<file path="src/rtl/axi_llc_sram_arb.sv">
// rtl/axi_llc_sram_arb.sv - round-robin arbiter sharing one LLC SRAM port, with read routing, scrub pulses and ECC error counters
// Optional write priority: define AXI_LLC_SRAM_ARB_WR_PRIO_EN.
module axi_llc_sram_arb #(
    parameter int NumReq        = 3,
    parameter int AddrWidth     = 10,
    parameter int DataWidth     = 128,
    parameter int BeWidth       = 16,
    parameter int RdLatency     = 1,
    parameter int NumBanks      = 1,
    parameter int ScrubInterval = 1024,
    parameter int CntWidth      = 16
) (
    input  logic                          clk_i,
    input  logic                          rst_ni,
    input  logic [NumReq-1:0]             req_i,
    input  logic [NumReq-1:0]             we_i,
    input  logic [NumReq*AddrWidth-1:0]   addr_i,
    input  logic [NumReq*DataWidth-1:0]   wdata_i,
    input  logic [NumReq*BeWidth-1:0]     be_i,
    output logic [NumReq-1:0]             gnt_o,
    output logic [NumReq-1:0]             rvalid_o,
    output logic [DataWidth-1:0]          rdata_o,
    output logic                          sram_req_o,
    output logic                          sram_we_o,
    output logic [AddrWidth-1:0]          sram_addr_o,
    output logic [DataWidth-1:0]          sram_wdata_o,
    output logic [BeWidth-1:0]            sram_be_o,
    input  logic                          sram_gnt_i,
    input  logic [DataWidth-1:0]          sram_rdata_i,
    output logic [NumBanks-1:0]           scrub_trigger_o,
    input  logic [NumBanks-1:0]           single_error_i,
    input  logic [NumBanks-1:0]           multi_error_i,
    input  logic                          err_clr_i,
    output logic [CntWidth-1:0]           single_err_cnt_o,
    output logic [CntWidth-1:0]           multi_err_cnt_o
);
    localparam int IdxW = $clog2(NumReq);

    logic [IdxW-1:0]   rr_q;
    logic [IdxW-1:0]   winner;
    logic [NumReq-1:0] cand;
    logic              found;
    logic              handshake;
    int                idx;

    always_comb begin
        cand = req_i;
`ifdef AXI_LLC_SRAM_ARB_WR_PRIO_EN
        if (|(req_i & we_i)) begin
            cand = req_i & we_i;
        end
`endif
    end

    // Winner stays put while sram_gnt_i is low because rr_q only moves on a handshake.
    always_comb begin
        winner = rr_q;
        found  = 1'b0;
        idx    = 0;
        for (int k = 0; k < NumReq; k++) begin
            idx = (int'(rr_q) + k) % NumReq;
            if (!found && cand[idx]) begin
                winner = IdxW'(idx);
                found  = 1'b1;
            end
        end
    end

    assign sram_req_o   = |req_i;
    assign sram_we_o    = we_i[winner];
    assign sram_addr_o  = addr_i[int'(winner)*AddrWidth +: AddrWidth];
    assign sram_wdata_o = wdata_i[int'(winner)*DataWidth +: DataWidth];
    assign sram_be_o    = be_i[int'(winner)*BeWidth +: BeWidth];
    assign handshake    = sram_req_o & sram_gnt_i;
    assign rdata_o      = sram_rdata_i;

    always_comb begin
        gnt_o         = '0;
        gnt_o[winner] = handshake;
    end

    always_ff @(posedge clk_i or negedge rst_ni) begin
        if (!rst_ni) begin
            rr_q <= '0;
        end else if (handshake) begin
            rr_q <= (int'(winner) == NumReq - 1) ? '0 : winner + 1'b1;
        end
    end

    logic [RdLatency-1:0] pipe_vld;
    logic [IdxW-1:0]      pipe_id [RdLatency];

    always_ff @(posedge clk_i or negedge rst_ni) begin
        if (!rst_ni) begin
            pipe_vld <= '0;
            for (int i = 0; i < RdLatency; i++) begin
                pipe_id[i] <= '0;
            end
        end else begin
            pipe_vld[0] <= handshake & ~sram_we_o;
            pipe_id[0]  <= winner;
            for (int i = 1; i < RdLatency; i++) begin
                pipe_vld[i] <= pipe_vld[i-1];
                pipe_id[i]  <= pipe_id[i-1];
            end
        end
    end

    always_comb begin
        rvalid_o = '0;
        if (pipe_vld[RdLatency-1]) begin
            rvalid_o[pipe_id[RdLatency-1]] = 1'b1;
        end
    end

    generate
        if (ScrubInterval == 0) begin : g_no_scrub
            assign scrub_trigger_o = '0;
        end else begin : g_scrub
            localparam int ScrubW = (ScrubInterval > 1) ? $clog2(ScrubInterval) : 1;
            logic [ScrubW-1:0] scrub_cnt_q;
            logic              scrub_q;

            always_ff @(posedge clk_i or negedge rst_ni) begin
                if (!rst_ni) begin
                    scrub_cnt_q <= ScrubW'(ScrubInterval - 1);
                    scrub_q     <= 1'b0;
                end else begin
                    scrub_q     <= (scrub_cnt_q == '0);
                    scrub_cnt_q <= (scrub_cnt_q == '0) ? ScrubW'(ScrubInterval - 1)
                                                       : scrub_cnt_q - 1'b1;
                end
            end

            assign scrub_trigger_o = {NumBanks{scrub_q}};
        end
    endgenerate

    always_ff @(posedge clk_i or negedge rst_ni) begin
        if (!rst_ni) begin
            single_err_cnt_o <= '0;
            multi_err_cnt_o  <= '0;
        end else if (err_clr_i) begin
            single_err_cnt_o <= '0;
            multi_err_cnt_o  <= '0;
        end else begin
            if (|single_error_i && single_err_cnt_o != '1) begin
                single_err_cnt_o <= single_err_cnt_o + 1'b1;
            end
            if (|multi_error_i && multi_err_cnt_o != '1) begin
                multi_err_cnt_o <= multi_err_cnt_o + 1'b1;
            end
        end
    end
endmodule

</file>
<file path="config.mk">
export PLATFORM = sky130hd
export DESIGN_NAME = axi_llc_sram_arb
export DESIGN_NICKNAME = d
export VERILOG_FILES = /design/src/rtl/axi_llc_sram_arb.sv
export SDC_FILE = /design/constraint.sdc
export NUM_CORES = 1
export LEC_CHECK = 0
export CORE_AREA = 3 3 364 366
export CTS_BUF_LIST = sky130_fd_sc_hd__clkbuf_4 sky130_fd_sc_hd__clkbuf_8
export DETAILED_ROUTE_END_ITERATION = 7
export DIE_AREA = 0 0 367 369
export DONT_BUFFER_PORTS = 1
export GPL_ROUTABILITY_DRIVEN = 1
export SETUP_SLACK_MARGIN = 0.05
export SYNTH_ARGS = -nofsm -noshare
export SYNTH_HDL_FRONTEND = slang
export SYNTH_SLANG_ARGS = --single-unit
</file>
<file path="constraint.sdc">
create_clock -name clk_i -period 7.2 [get_ports clk_i]
set_input_delay 1.44 -clock clk_i [delete_from_list [all_inputs] [get_ports clk_i]]
set_output_delay 1.44 -clock clk_i [all_outputs]
set_load 0.01 [all_outputs]
</file>
# Word level (Yosys, flattened, before mapping)
# Index checks and enable logic that the tools add are counted.
# totals
reg_bits	48
out_inout_bits	323
elab_cells	73
# classes
n_addsub	6
mul	1
div	3
n_lt_le_gt_ge	7
eq_ne	3
n_shift	3
mux	27
bitwise	4
reduce_logical	12
# ops
cell	count
384-bit by 10-bit indexed part select with 128-bit output	1
32-bit by 4-bit < comparator with 1-bit output (second input constant)	3
32-bit by 3-bit modulo with 32-bit output (second input constant)	2
16-bit 2-to-1 mux	4
48-bit by 7-bit indexed part select with 16-bit output	1
16-bit by 1-bit adder with 16-bit output (second input constant)	2
3-bit by 3-bit modulo with 32-bit output (second input constant)	1
16-bit != test (second input constant)	2
30-bit by 7-bit indexed part select with 10-bit output	1
1-bit 2-to-1 mux	11
10-bit logical NOT	1
10-bit 2-to-1 mux	1
10-bit by 1-bit subtractor with 10-bit output (second input constant)	1
1-bit binary-select mux with 2-bit select	4
2-bit 2-to-1 mux	4
1-bit logical AND	6
2-bit by 3-bit < comparator with 1-bit output (second input constant)	2
2-bit by 3-bit multiplier with 5-bit output (second input constant)	1
1-bit demux with 2-bit select	2
2-bit by 1-bit >= comparator with 1-bit output (second input constant)	2
2-bit nonzero test	2
2-bit by 1-bit adder with 3-bit output (second input constant)	1
2-bit by 2-bit adder with 3-bit output (second input constant)	1
3-bit bitwise AND	1
7 further kinds	9

# Logic depth before layout (Yosys ltp)
# logic_depth
depth_word	16
mapped_depth	12
ltp_nobuf	8

# Least setup slack after synthesis
# OpenSTA, ideal clock, no wires.
# synth_timing
path_type	input to output
startpoint	input port req_i[2]
endpoint	output port sram_addr_o[0]
arrival_time_ns	2.963
required_ns	5.760
setup_slack_ns	2.797
cell_stages	8
n_path_buf	2
path_cell_list	mux2i_1 -> o221a_2 -> o221ai_2 -> inv_2 -> clkbuf_1 -> clkbuf_1 -> a21oi_1 -> a21oi_1
# synth_between
elab_chain_cells	12
word_cells_on_any_way	20
cone_classes	mul (1); shift (1); mux (14); reduce/logical (4)
# synth_lines
element	line	source
start, declared	15	input logic [NumReq-1:0] req_i,
1-bit binary-select mux with 2-bit select	62	if (!found && cand[idx]) begin
1-bit 2-to-1 mux (implied by the code) (2 in series)	62	
1-bit 2-to-1 mux	62	
1-bit logical NOT	62	
1-bit logical AND	62	
1-bit 2-to-1 mux	62	
1-bit logical NOT	62	
1-bit logical AND	62	
2-bit 2-to-1 mux *	62	
2-bit by 3-bit multiplier with 5-bit output *	71	assign sram_addr_o = addr_i[int'(winner)*AddrWidth +: AddrWidth];
30-bit by 7-bit indexed part select with 10-bit output *	71	
end, declared	25	output logic [AddrWidth-1:0] sram_addr_o,
# Mark *: on every way between the ends. The rest lies on a longest branch, timed or not. The select of a mux whose other input is x is not followed.

# Final worst setup path
# layout_timing
startpoint	input port req_i[1]
endpoint	output port sram_wdata_o[40]
# layout_between
elab_chain_cells	11
word_cells_on_any_way	19
cone_classes	shift (1); mux (14); reduce/logical (4)
# layout_lines
element	line	source
1-bit binary-select mux with 2-bit select	62	
1-bit 2-to-1 mux (implied by the code) (2 in series)	62	
1-bit 2-to-1 mux	62	
1-bit logical NOT	62	
1-bit logical AND	62	
1-bit 2-to-1 mux	62	
1-bit logical NOT	62	
1-bit logical AND	62	
2-bit 2-to-1 mux *	62	
384-bit by 10-bit indexed part select with 128-bit output *	72	assign sram_wdata_o = wdata_i[int'(winner)*DataWidth +: DataWidth];
end, declared	26	output logic [DataWidth-1:0] sram_wdata_o,
# Marks and branches as above.

==> flow_summary.rst <==
.. list-table::
   :header-rows: 1

   * - Metric
     - Value
   * - Worst Setup SP
     - req_i[1]
   * - Worst Setup Path Type
     - in2out
   * - Core Box Area
     - 129,000 um^2
   * - Net total in the final layout
     - 1,530
   * - CP arrival
     - 4.68 ns
   * - Die Area
     - about 140,000 um^2
   * - Count of endpoints failing setup in the final report
     - 0
   * - Synthesized instance count
     - around 1,100
   * - Summed negative setup slack over all endpoints
     - 0 ns
   * - Unrepaired setup endpoints after global routing
     - false
   * - Worst reg-to-reg setup slack
     - about 3.9 ns
   * - Synth async-reset ratio
     - 1.00
   * - Slowest cell on the critical path
     - sky130_fd_sc_hd__a21oi_1
   * - Count of nets left with antenna violations after detail routing
     - 0
   * - First drt pass iteration count
     - 7
   * - Worst supply voltage drop on vdd
     - roughly 0.36 mV
   * - Met3 Use GR
     - 0.0735
   * - Number of buffers added to fix hold violations after cts
     - 0
   * - Detailed Route Iter0 Violations
     - 760
   * - Largest stage delay, worst path
     - 0.81 ns
   * - Distinct cells, synth
     - 50
   * - Delay-heaviest family, CP
     - compound AO/OA/AOI/OAI gates
   * - Busiest layer in global routing
     - met2
   * - Average instance area after synthesis
     - about 6.3 um^2
   * - Logic depth of the worst register-to-register path
     - 8
   * - Global-route track usage on met2
     - 0.138
   * - Critical path destination
     - sram_wdata_o[40]
   * - Final Hold Vio Count
     - 0
   * - Number of clock sinks seen by CTS
     - 48
   * - CP bufs+invs
     - 1
   * - Number of global-route vias before repair
     - 7,281
   * - Wire length after detailed routing
     - 66.8 mm
   * - Clock root buffer
     - sky130_fd_sc_hd__clkbuf_8
   * - Max-Cap Viols
     - 0
   * - Logic depth of the worst setup path including buffers
     - 7
   * - Max-slew headroom at the worst pin
     - 0.257
   * - Wire length of the first global-routing pass
     - 80.6 mm
   * - Mapped Area
     - 6900 um^2
   * - Required time at the worst-slack endpoint
     - 5.76 ns
   * - Via count
     - between 8,000 and 9,000
   * - Total number of yosys warnings
     - 0
   * - Number of pins with negative max-slew slack in the final report
     - 0
   * - Critical Path End Type
     - primary output
   * - Global route total overflow
     - 0
   * - Leakage
     - 2.41 nW
   * - Number of cells in the design after placement
     - 2,656
   * - Detailed-route DRC error count
     - 0
   * - Area growth syn-to-layout
     - 17.8%
   * - TritonCTS Buffers
     - 5
   * - Post-route insts no fill
     - 2,678
   * - Largest net degree at the start of global routing
     - between 150 and 200
   * - Initial antenna violation count
     - 26
   * - Post-synth top area share
     - 0.339
   * - Clock slew at the register clock pins of the worst setup and hold paths
     - 0.09 ns
   * - Starting utilization of the core area
     - 0.0533
   * - Number of fill cells
     - 15,400
   * - Clock tree from TritonCTS
     - yes
   * - Resize count post-CTS
     - 0
   * - Endpoint of the lowest-slack register-to-register path
     - pipe_vld
   * - Worst Max-Slew Pin Slew
     - ~1.1 ns
   * - Bufs on Longest Clock Path
     - 2
   * - Top-level port count
     - 925
   * - Syn_nets
     - between 1,500 and 2,000
   * - Post-route clock skew
     - 0.00898 ns
   * - Worst skew pair latency
     - 0.30 ns
   * - Worst hold slack after final layout
     - 0.472 ns
   * - Most area-hungry cell type in the Yosys netlist
     - sky130_fd_sc_hd__a21oi_1
   * - Die width
     - 367 um
   * - Post-layout power
     - 0.00633 W
   * - Power per standard cell area
     - 778 nW/um^2
   * - End-of-flow core utilization
     - 0.0628
   * - Most used standard cells in the synthesized netlist
     - sky130_fd_sc_hd__a21oi_1 (468), sky130_fd_sc_hd__nand2_1 (178), sky130_fd_sc_hd__buf_4 (135), sky130_fd_sc_hd__clkbuf_1 (44), sky130_fd_sc_hd__nor2_1 (40)
   * - Prevailing post-synth register cell
     - sky130_fd_sc_hd__dfrtp_1
   * - Top fanout value on the critical path
     - 80
   * - Number of buffers inserted to repair setup after CTS
     - 0
   * - Count of flip-flops with a built-in enable after synthesis
     - 0
   * - Fraction of layout cells with a size suffix above 1
     - 0.0846
   * - Critical path startpoint category
     - primary input
   * - Chain of cells forming the critical path
     - mux2i_1 -> o211ai_1 -> nor4b_2 -> a21o_4 -> buf_4 -> nand2_1 -> a21oi_1
   * - Total of buffers placed on input and output ports
     - 0
   * - Clock period minus final worst setup slack
     - around 6.1 ns
   * - Worst hold path class
     - reg2reg
   * - Final clock period utilization by the worst path
     - 0.850
   * - Dominant cell by count in the synthesized netlist
     - sky130_fd_sc_hd__a21oi_1
   * - WL/cell
     - between 20 and 25 um
   * - Critical R2R Launch
     - rr_q[1]
   * - Routability cong.
     - around 0.89
   * - Overall die height
     - 369 um
   * - Met1 demand-to-capacity share in global routing
     - 0.0895
   * - Run status
     - completed
   * - Peak Freq
     - around 160 MHz
   * - Number of core rows
     - between 100 and 150
   * - Seq/Total Area, Yosys
     - 0.176
   * - Max H-tree Level
     - 2
   * - Detail Placement HPWL
     - 58.4 mm
   * - Vias per inst
     - 3.06
   * - Ranking of synthesized cells by area
     - sky130_fd_sc_hd__a21oi_1 (34%), sky130_fd_sc_hd__buf_4 (15%), sky130_fd_sc_hd__dfrtp_1 (14%)
   * - Number of synthesized register bits
     - 48
   * - Global-route usage over all layers
     - 0.0905
sequential cells by signal (all words and copies together), names as in the netlist:
| signal | flops |
|---|---|
| multi_err_cnt_o | 16 |
| single_err_cnt_o | 16 |
| g_scrub.scrub_cnt_q | 10 |
| pipe_id | 2 |
| rr_q | 2 |
| pipe_vld | 1 |
| scrub_trigger_o | 1 |
power by group:
group | total (W) | internal [W] | switching [W]
registers | 0.000303 | 0.000285 | 0.0000172
logic | 0.00585 | 0.00129 | 0.00456
clock network | 0.000171 | 0.0000819 | 0.0000890
total | 0.00633 | 0.00166 | 0.00467
cell usage in the layout, fill, tap and decap left out, types with 2 or more instances in the layout:
master	count
sky130_fd_sc_hd__and3b_1	3
sky130_fd_sc_hd__xor2_1	20
sky130_fd_sc_hd__dfrtp_1	38
sky130_fd_sc_hd__a22o_1	2
sky130_fd_sc_hd__buf_4	38
sky130_fd_sc_hd__xnor2_1	13
sky130_fd_sc_hd__nand2_1	178
sky130_fd_sc_hd__nor3_1	9
sky130_fd_sc_hd__ha_1	7
sky130_fd_sc_hd__buf_12	2
sky130_fd_sc_hd__or3_1	5
sky130_fd_sc_hd__nand2b_1	4
sky130_fd_sc_hd__a21oi_2	6
sky130_fd_sc_hd__nand3b_1	4
sky130_fd_sc_hd__diode_2	14
sky130_fd_sc_hd__and3_1	4
sky130_fd_sc_hd__clkbuf_8	6
sky130_fd_sc_hd__a31o_2	2
sky130_fd_sc_hd__inv_1	12
sky130_fd_sc_hd__nand4_1	10
sky130_fd_sc_hd__o21ai_0	6
sky130_fd_sc_hd__nor2_1	40
sky130_fd_sc_hd__and4_1	2
sky130_fd_sc_hd__nand3_1	5
sky130_fd_sc_hd__mux2i_1	5
sky130_fd_sc_hd__a21oi_1	463
sky130_fd_sc_hd__nor3b_1	2
sky130_fd_sc_hd__dfstp_2	10
sky130_fd_sc_hd__nor4_1	3
sky130_fd_sc_hd__or3b_2	2
worst min path at each step:
stage / from / endpoint / slack (ns) / cells after the start
floorplan: g_scrub.scrub_cnt_q[0] / g_scrub.scrub_cnt_q[0] / 0.44 / 1
global placement: g_scrub.scrub_cnt_q[0] / g_scrub.scrub_cnt_q[0] / 0.45 / 1
detailed placement: g_scrub.scrub_cnt_q[0] / g_scrub.scrub_cnt_q[0] / 0.45 / 1
CTS: g_scrub.scrub_cnt_q[0] / g_scrub.scrub_cnt_q[0] / 0.48 / 1
global route: g_scrub.scrub_cnt_q[0] / g_scrub.scrub_cnt_q[0] / 0.48 / 1
finish: g_scrub.scrub_cnt_q[0] / g_scrub.scrub_cnt_q[0] / 0.47 / 1
worst reg2reg max path: cells and delay by family (launching register included):
kind                       cells  cell delay (ns)
AOI/OAI and AO/OA              3             1.33
muxes                          2             0.56
buffers and inverters          1             0.10
adders and majority gates      1             0.30
DFF                            1             0.44
and+or+nand+nor                1             0.48
cell families after synthesis:
group                    after synthesis  share of synthesized area
AND/OR/NAND/NOR                      277                      0.176
XOR/XNOR                              33                     0.0419
AO/OA/AOI/OAI                        490                      0.368
adder cells (fa/ha/maj)                7                     0.0127
multiplexers                           6                    0.00888
buffers and inverters                230                      0.217
flip-flops                            48                      0.176
layer usage:
metal	part of all wire	vias to the layer above
met2	0.43	737
met4	0.049	18
met5	0.0041	-
met1	0.33	3940
met3	0.19	171
li1	-	3320
area by class of cell:
| type | count | area [um^2] | area share |
|---|---|---|---|
| multi-input cells | 813 | 4230 | 0.520 |
| well taps | 1742 | 2180 | 0.268 |
| repair buffers | 40 | 325 | 0.0400 |
| clock buffers | 7 | 90.1 | 0.0111 |
| diodes | 14 | 35.0 | 0.00431 |
| flip-flops and latches | 48 | 1210 | 0.149 |
| inverters | 13 | 53.8 | 0.00662 |
| clock inverters | 1 | 7.51 | 0.000923 |
metrics by stage:
stage          area [um^2]  setup WS (ns)
2_1_floorplan         6900           2.80
3_3_place_gp          8000           1.21
3_5_place_dp          8000           1.14
4_1_cts               8100           1.13
5_1_grt               8120          0.838
6_report              8130           1.08
Power figures use the tool's default switching activity.
